**src/rtl/clic_gateway.sv**
```systemverilog
// Per-source CLIC interrupt gateway: synchronises raw lines, applies trigger mode and
// polarity, tracks pending state and reports IP changes to the register file.
module clic_gateway #(
   parameter int N_SOURCE    = 32,
   parameter int SYNC_STAGES = 2,
   parameter int IdWidth     = (N_SOURCE > 1) ? $clog2(N_SOURCE) : 1
) (
   input  logic                  clk_i,
   input  logic                  rst_i,
   input  logic [N_SOURCE-1:0]   irq_i,
   input  logic [2*N_SOURCE-1:0] trig_i,
   input  logic [N_SOURCE-1:0]   ie_i,
   input  logic [N_SOURCE-1:0]   sw_ip_we_i,
   input  logic [N_SOURCE-1:0]   sw_ip_wd_i,
   input  logic                  claim_valid_i,
   input  logic [IdWidth-1:0]    claim_id_i,
   output logic                  claim_ready_o,
   output logic                  claim_ack_o,
   output logic                  claim_err_o,
   output logic                  claim_was_pend_o,
   output logic [N_SOURCE-1:0]   ip_o,
   output logic [N_SOURCE-1:0]   pend_o,
   output logic [N_SOURCE-1:0]   le_o,
   output logic [N_SOURCE-1:0]   ip_de_o,
   output logic [N_SOURCE-1:0]   ip_d_o
);

   logic [N_SOURCE-1:0]   s;
   logic [2*N_SOURCE-1:0] trig_q, trig_prev_q;
   logic [N_SOURCE-1:0]   prev_q, ip_q, ip_d, ip_dly_q, ip_de_q, ip_dq;
   logic [N_SOURCE-1:0]   lvl, edg, edge_mode, mode_chg, claim_hit;
   logic                  ack_q, err_q, was_pend_q;
   logic                  accept, id_ok, was_pend_d;
   logic [31:0]           id_ext;

   generate
      if (SYNC_STAGES == 0) begin : g_nosync
         assign s = irq_i;
      end else begin : g_sync
         logic [N_SOURCE-1:0] sync_q [SYNC_STAGES];
         always_ff @(posedge clk_i or posedge rst_i) begin
            if (rst_i) begin
               for (int k = 0; k < SYNC_STAGES; k++) sync_q[k] <= '0;
            end else begin
               sync_q[0] <= irq_i;
               for (int k = 1; k < SYNC_STAGES; k++) sync_q[k] <= sync_q[k-1];
            end
         end
         assign s = sync_q[SYNC_STAGES-1];
      end
   endgenerate

   // Claim handshake: a claim is accepted when claim_valid_i && claim_ready_o;
   // ready drops for the ack cycle so acks are single-cycle and never back-to-back.
   assign claim_ready_o = ~ack_q;
   assign accept        = claim_valid_i & claim_ready_o;
   assign id_ext        = 32'(claim_id_i);
   assign id_ok         = id_ext < 32'(N_SOURCE);

   always_comb begin
      lvl        = '0;
      edg        = '0;
      edge_mode  = '0;
      mode_chg   = '0;
      claim_hit  = '0;
      ip_d       = ip_q;
      for (int i = 0; i < N_SOURCE; i++) begin
         lvl[i]       = s[i] ^ trig_q[2*i+1];
         edg[i]       = lvl[i] & ~prev_q[i];
         edge_mode[i] = trig_q[2*i];
         // trig_q is compared with its previous value so the clear lands in the
         // first cycle the new mode is in effect.
         mode_chg[i]  = (trig_q[2*i] != trig_prev_q[2*i]) |
                        (trig_q[2*i+1] != trig_prev_q[2*i+1]);
         claim_hit[i] = accept & id_ok & (id_ext == i);
         if (!edge_mode[i])       ip_d[i] = lvl[i];
         else if (mode_chg[i])    ip_d[i] = 1'b0;
         else if (edg[i])         ip_d[i] = 1'b1;
         else if (claim_hit[i])   ip_d[i] = 1'b0;
         else if (sw_ip_we_i[i])  ip_d[i] = sw_ip_wd_i[i];
         else                     ip_d[i] = ip_q[i];
      end
      was_pend_d = |(ip_q & claim_hit);
   end

   always_ff @(posedge clk_i or posedge rst_i) begin
      if (rst_i) begin
         trig_q      <= '0;
         trig_prev_q <= '0;
         prev_q      <= '1;
         ip_q        <= '0;
         ip_dly_q    <= '0;
         ip_de_q     <= '0;
         ip_dq       <= '0;
         ack_q       <= 1'b0;
         err_q       <= 1'b0;
         was_pend_q  <= 1'b0;
      end else begin
         trig_q      <= trig_i;
         trig_prev_q <= trig_q;
         prev_q      <= lvl;
         ip_q        <= ip_d;
         ip_dly_q    <= ip_q;
         ip_de_q     <= ip_q ^ ip_dly_q;
         ip_dq       <= ip_q;
         ack_q       <= accept;
         err_q       <= accept & ~id_ok;
         was_pend_q  <= was_pend_d;
      end
   end

   always_comb begin
      le_o = '0;
      for (int i = 0; i < N_SOURCE; i++) le_o[i] = trig_q[2*i];
   end

   assign claim_ack_o      = ack_q;
   assign claim_err_o      = err_q;
   assign claim_was_pend_o = was_pend_q;
   assign ip_o             = ip_q;
   assign pend_o           = ip_q & ie_i;
   assign ip_de_o          = ip_de_q;
   assign ip_d_o           = ip_dq;

endmodule

```
**config.mk**
```make
export PLATFORM = sky130hd
export DESIGN_NAME = clic_gateway
export DESIGN_NICKNAME = d
export VERILOG_FILES = /design/src/rtl/clic_gateway.sv
export SDC_FILE = /design/constraint.sdc
export NUM_CORES = 1
export LEC_CHECK = 0
export CORE_MARGIN = 2
export CORE_UTILIZATION = 38
export CTS_BUF_LIST = sky130_fd_sc_hd__clkbuf_4
export DETAILED_ROUTE_END_ITERATION = 10
export PLACE_DENSITY = 0.64
export SLEW_MARGIN = 20
export SYNTH_ARGS = -nofsm -noshare
export SYNTH_HDL_FRONTEND = slang
export SYNTH_SLANG_ARGS = --single-unit
```
**constraint.sdc**
```tcl
create_clock -name clk_i -period 10.9 [get_ports clk_i]
set_clock_uncertainty 0.15 [all_clocks]
set_input_delay 1.09 -clock clk_i [delete_from_list [all_inputs] [get_ports clk_i]]
set_output_delay 1.09 -clock clk_i [all_outputs]
set_load 0.02 [all_outputs]
```
# Yosys cells after proc, flatten, opt, wreduce, memory -nomap -nowiden
# Index checks and enable logic that the tools add are counted.
# W data, S select, Z words.
# classes
order_cmp,1
n_eq_ne,127
n_mux,160
bitwise,168
reduce_logical,2
# ops
cell,n
$mux W1,160
$ne A5 B2 Y1 const B,32
$eq A5 B5 Y1 const B,16
$and A1 B1 Y1,67
$and A32 B32 Y32,2
$ne A1 B1 Y1,64
$eq A5 B4 Y1 const B,8
$not A1 Y1,34
$logic_not A32 Y1,1
$or A1 B1 Y1,32
$reduce_or A32 Y1,1
$xor A1 B1 Y1,32
$xor A32 B32 Y32,1
$eq A5 B3 Y1 const B,4
$eq A5 B2 Y1 const B,2
$lt A5 B6 Y1 const B,1
$eq A5 B1 Y1 const B,1
# totals
reg_bits,323
input_bits,200
out_inout_bits,164
elab_cells,500

# Longest topological paths before layout
# logic_depth
depth_word,8
ltp_mapped,7
mapped_depth_nobuf,5

# Least setup slack after synthesis
# No wires, ideal clock.
# synth_path
kind,input to output
from,in ie_i[0]
to,out pend_o[0]
arrival_ns,1.306
required_ns,9.660
path_slack_ns,8.354
cell_stages,1
path_buffers,0
path_cell_list,and2_1
# synth_between
elab_chain_len,1
# synth_lines
element,line,text
from (decl),12,"input logic [N_SOURCE-1:0] ie_i,"
$and A32 B32 Y32,121,assign pend_o = ip_q & ie_i;
to (decl),22,"output logic [N_SOURCE-1:0] pend_o,"
# Every way passes these cells.

# Worst setup path after layout
# layout_path
from,in ie_i[20]
to,out pend_o[20]
# Same word-level chain as after synthesis.

==> flow_metrics.env <==
export IMPL_synth_cell_types=37
export IMPL_start_util_pct=38.62
export IMPL_grt_pass1_vias=8569
export IMPL_cts_htree_levels=3
export IMPL_p_comb_share_pct=15.6
export IMPL_cp_max_fo=1
export IMPL_initialDrtViolationCount=378
export IMPL_synth_adder_area_share_pct=0
export IMPL_netlist_area_sq_um=11820
export IMPL_rsz0062_at_grt="no"
export IMPL_seq_area_sq_um=8098
export IMPL_core_sq_um=30590
export IMPL_r2r_end="claim_was_pend_o"
export IMPL_cts_hold_buf=0
export IMPL_ys_dominant_reg_cell="dfrtp_1"
export IMPL_powerDensity_nw_per_um2=174.8
export IMPL_synth_xor_xnor_area_share_pct=7.116
export IMPL_vias=8066
export IMPL_intPower_mw=2.175
export IMPL_netlist_instances=860
export IMPL_cts_tree="done"
export IMPL_synth_area_leaders="dfrtp_1 (61%), dfstp_2 (7.1%), xor2_1 (6.5%), nand3b_1 (4.3%), nand2b_1 (3.5%)"
export IMPL_finalCriticalPeriod_ns=3.589
export IMPL_muxShareOfSynthArea_pct=3.791
export IMPL_finalHoldViolCount=0
export IMPL_clockBufferDepth=3
export IMPL_cts_sinks=322
export IMPL_drt_pass1_iter_count=4
export IMPL_ant_nets=0
export IMPL_drc=0
export IMPL_tightest_slew_ns=0.9977
export IMPL_crit_type="in2out"
export IMPL_dieHeight_um=180.3
export IMPL_io_buffers=362
export IMPL_yosysSeqAreaShare_pct=68.54
export IMPL_synth_warnings=0
export IMPL_clockPowerShare_pct=37.3
export IMPL_fillers=2617
export IMPL_setup_violations=0
export IMPL_crit_path_start_kind="input pin"
export IMPL_drv_cap=0
export IMPL_r2r_start="claim_ack_o"
export IMPL_antenna_found_initial=2
export IMPL_rows=64
export IMPL_pin_count=364
export IMPL_status="completed"
export IMPL_insertion_delay_ns=0.68
export IMPL_synth_top_area_cell="dfrtp_1"
export IMPL_cts_resized=0
export IMPL_fmax_ghz=0.2786
export IMPL_async_flop_share_pct=100.0
export IMPL_die_width_um=180.3
export IMPL_syn_nets=1060
export IMPL_crit_required_ns=9.66
export IMPL_grt_usage_pct=18.45
export IMPL_period_share_pct=32.93
export IMPL_synth_commonest_cells="dfrtp_1 (290), xor2_1 (88), nand3b_1 (68), nand2b_1 (67), o21ai_0 (53)"
export IMPL_synth_compound_area_share_pct=3.844
export IMPL_post_dp_cell_area_sq_um=15680
export IMPL_ys_ff_latch=322
export IMPL_grt_start_max_net_pins=95
export IMPL_drv_slew=0
export IMPL_vdd_drop_max_v=0.00008736
export IMPL_cp_end_kind="output pin"
export IMPL_synth_edf_count=0
export IMPL_synth_simple_gate_area_share_pct=14.03
export IMPL_hold_class="reg2reg"
export IMPL_finalPower_mw=2.949
export IMPL_power_net_switching_mw=0.7740
export IMPL_pwr_share_seq_pct=47.1
export IMPL_synth_top_cell_area_share_pct=61.42
export IMPL_slew_headroom_pct=33.49
export IMPL_hpwl_um=21330
export IMPL_yosysMostFrequentCell="dfrtp_1"
export IMPL_worstSetupStartpoint="ie_i[20]"
export IMPL_fin_area_sq_um=16870
export IMPL_via_per_inst=4.622
export IMPL_cts_root_buf="clkbuf_4"
export IMPL_clk_pin_slew_worst_paths_ns=0.06
export IMPL_synth_avg_cell_area_sq_um=13.74
export IMPL_routed_wl_um=29550
export IMPL_grt_pass1_wl_um=46990
export IMPL_layout_drive_gt1_share_pct=14.64
export IMPL_synth_top_family_by_area="simple AND/OR/NAND/NOR gates"
export IMPL_overflow=0
export IMPL_cts_buffers=87
export IMPL_reg2regPathDepth=5
export IMPL_r2r_setup_slack_ns=8.47
export IMPL_power_share_switching_pct=26.25
export IMPL_die_area_sq_um=32520
export IMPL_gp_congestion=0.7610
export IMPL_arrival_ns=2.35
export IMPL_multi_input_comb_area_sq_um=3405
export IMPL_area_growth_pct=42.83
export IMPL_final_util_pct=55.17
export IMPL_fin_tns_setup_ns=0
export IMPL_p_leak_nw=7.221
export IMPL_endpoint="pend_o[20]"
export IMPL_nets=1473
export IMPL_post_drt_wl_per_cell_um=16.94
export IMPL_cts_setup_buffers=0
flip-flops by register name, indices dropped and copies added, names as in the netlist:
register          cells
s                    32
claim_ack_o           1
trig_prev_q          64
prev_q               32
ip_de_o              32
ip_o                 32
ip_d_o               32
trig_q               64
claim_was_pend_o      1
g_sync.sync_q        32
kinds of logic (layout without fill, tap and decap cells):
group | after synthesis | in the layout
flops | 322 | 322
other cells | 1 | 4
compound gates | 77 | 77
mux | 41 | 41
buf+inv | 46 | 532
xor+xnor | 96 | 96
simple gates | 277 | 277
worst max-delay path, stage by stage:
cell and delay, ns:
clkdlybuf4s50_1 0.49, and2_1 0.13, clkdlybuf4s50_1 0.64
layer usage:
metal / vias up / track usage [%] / wire length [um]
met3: 44 / 5.618 / 1837
met2: 280 / 30.15 / 14450
met4: 0 / 6.000 / 499
met5: - / 0 / 0
li1: 3814 / - / -
met1: 3928 / 23.54 / 12760
cell usage in the layout, fill, tap and decap left out, drive strengths merged:
cell and count:
nand2 27, clkinv 13, mux2i 32, nor2b 1
a21oi 3, o32ai 1, nand4b 2, xor2 88
and2 33, nor4 1, and3 1, nor3 28
o22ai 2, buf 6, nand3b 68, clkbuf 145
a31oi 2, mux2 7, clkinvlp 2, a311o 1
nand4 1, dfrtp 290, o311ai 13, a221oi 1
nand2b 67, bufinv 1, o21a 1, clkdlybuf4s50 361
nor3b 4, mux4 2, o21ai 53, nand3 34
diode 3, inv 4, nor2 10, conb 1
dfstp 32, xnor2 8
layout make-up:
cell class / count / area share (%)
well taps: 396 / 2.936
clock inverters: 17 / 0.6080
clock buffers: 145 / 6.451
inverters: 3 / 0.1112
repair buffers: 367 / 21.69
multi-input cells: 492 / 20.18
diodes: 3 / 0.04449
flip-flops and latches: 322 / 47.99
worst min-delay path by stage:
stage	start	to	slack (ns)	cells after the start
after floorplan	g_sync.sync_q[32]	s[0]	0.18	0
after global placement	g_sync.sync_q[60]	s[28]	0.18	0
after detailed placement	g_sync.sync_q[32]	s[0]	0.18	0
after CTS	g_sync.sync_q[35]	s[3]	0.15	0
after global routing	g_sync.sync_q[35]	s[3]	0.18	0
final	g_sync.sync_q[35]	s[3]	0.16	0
per-stage QoR:
step	hold WS [ns]	setup WS, ns	instances
2_1_floorplan	0.1812	0.8000	860
3_3_place_gp	0.1820	6.726	1580
3_5_place_dp	0.1847	6.699	1580
4_1_cts	0.1491	7.303	1742
5_1_grt	0.1778	7.297	1744
6_report	0.1581	7.311	1745
power groups by stage:
| stage | registers [mW] | logic (mW) | clock network [mW] |
|---|---|---|---|
| 2_1_floorplan | 1.46 | 0.144 | 0 |
| 3_3_place_gp | 1.41 | 0.462 | 0 |
| 3_5_place_dp | 1.41 | 0.465 | 0 |
| 4_1_cts | 1.39 | 0.467 | 1.14 |
| 5_1_grt | 1.40 | 0.492 | 1.21 |
| 6_report | 1.39 | 0.459 | 1.10 |
No activity file was read; power rests on OpenSTA's default activity.
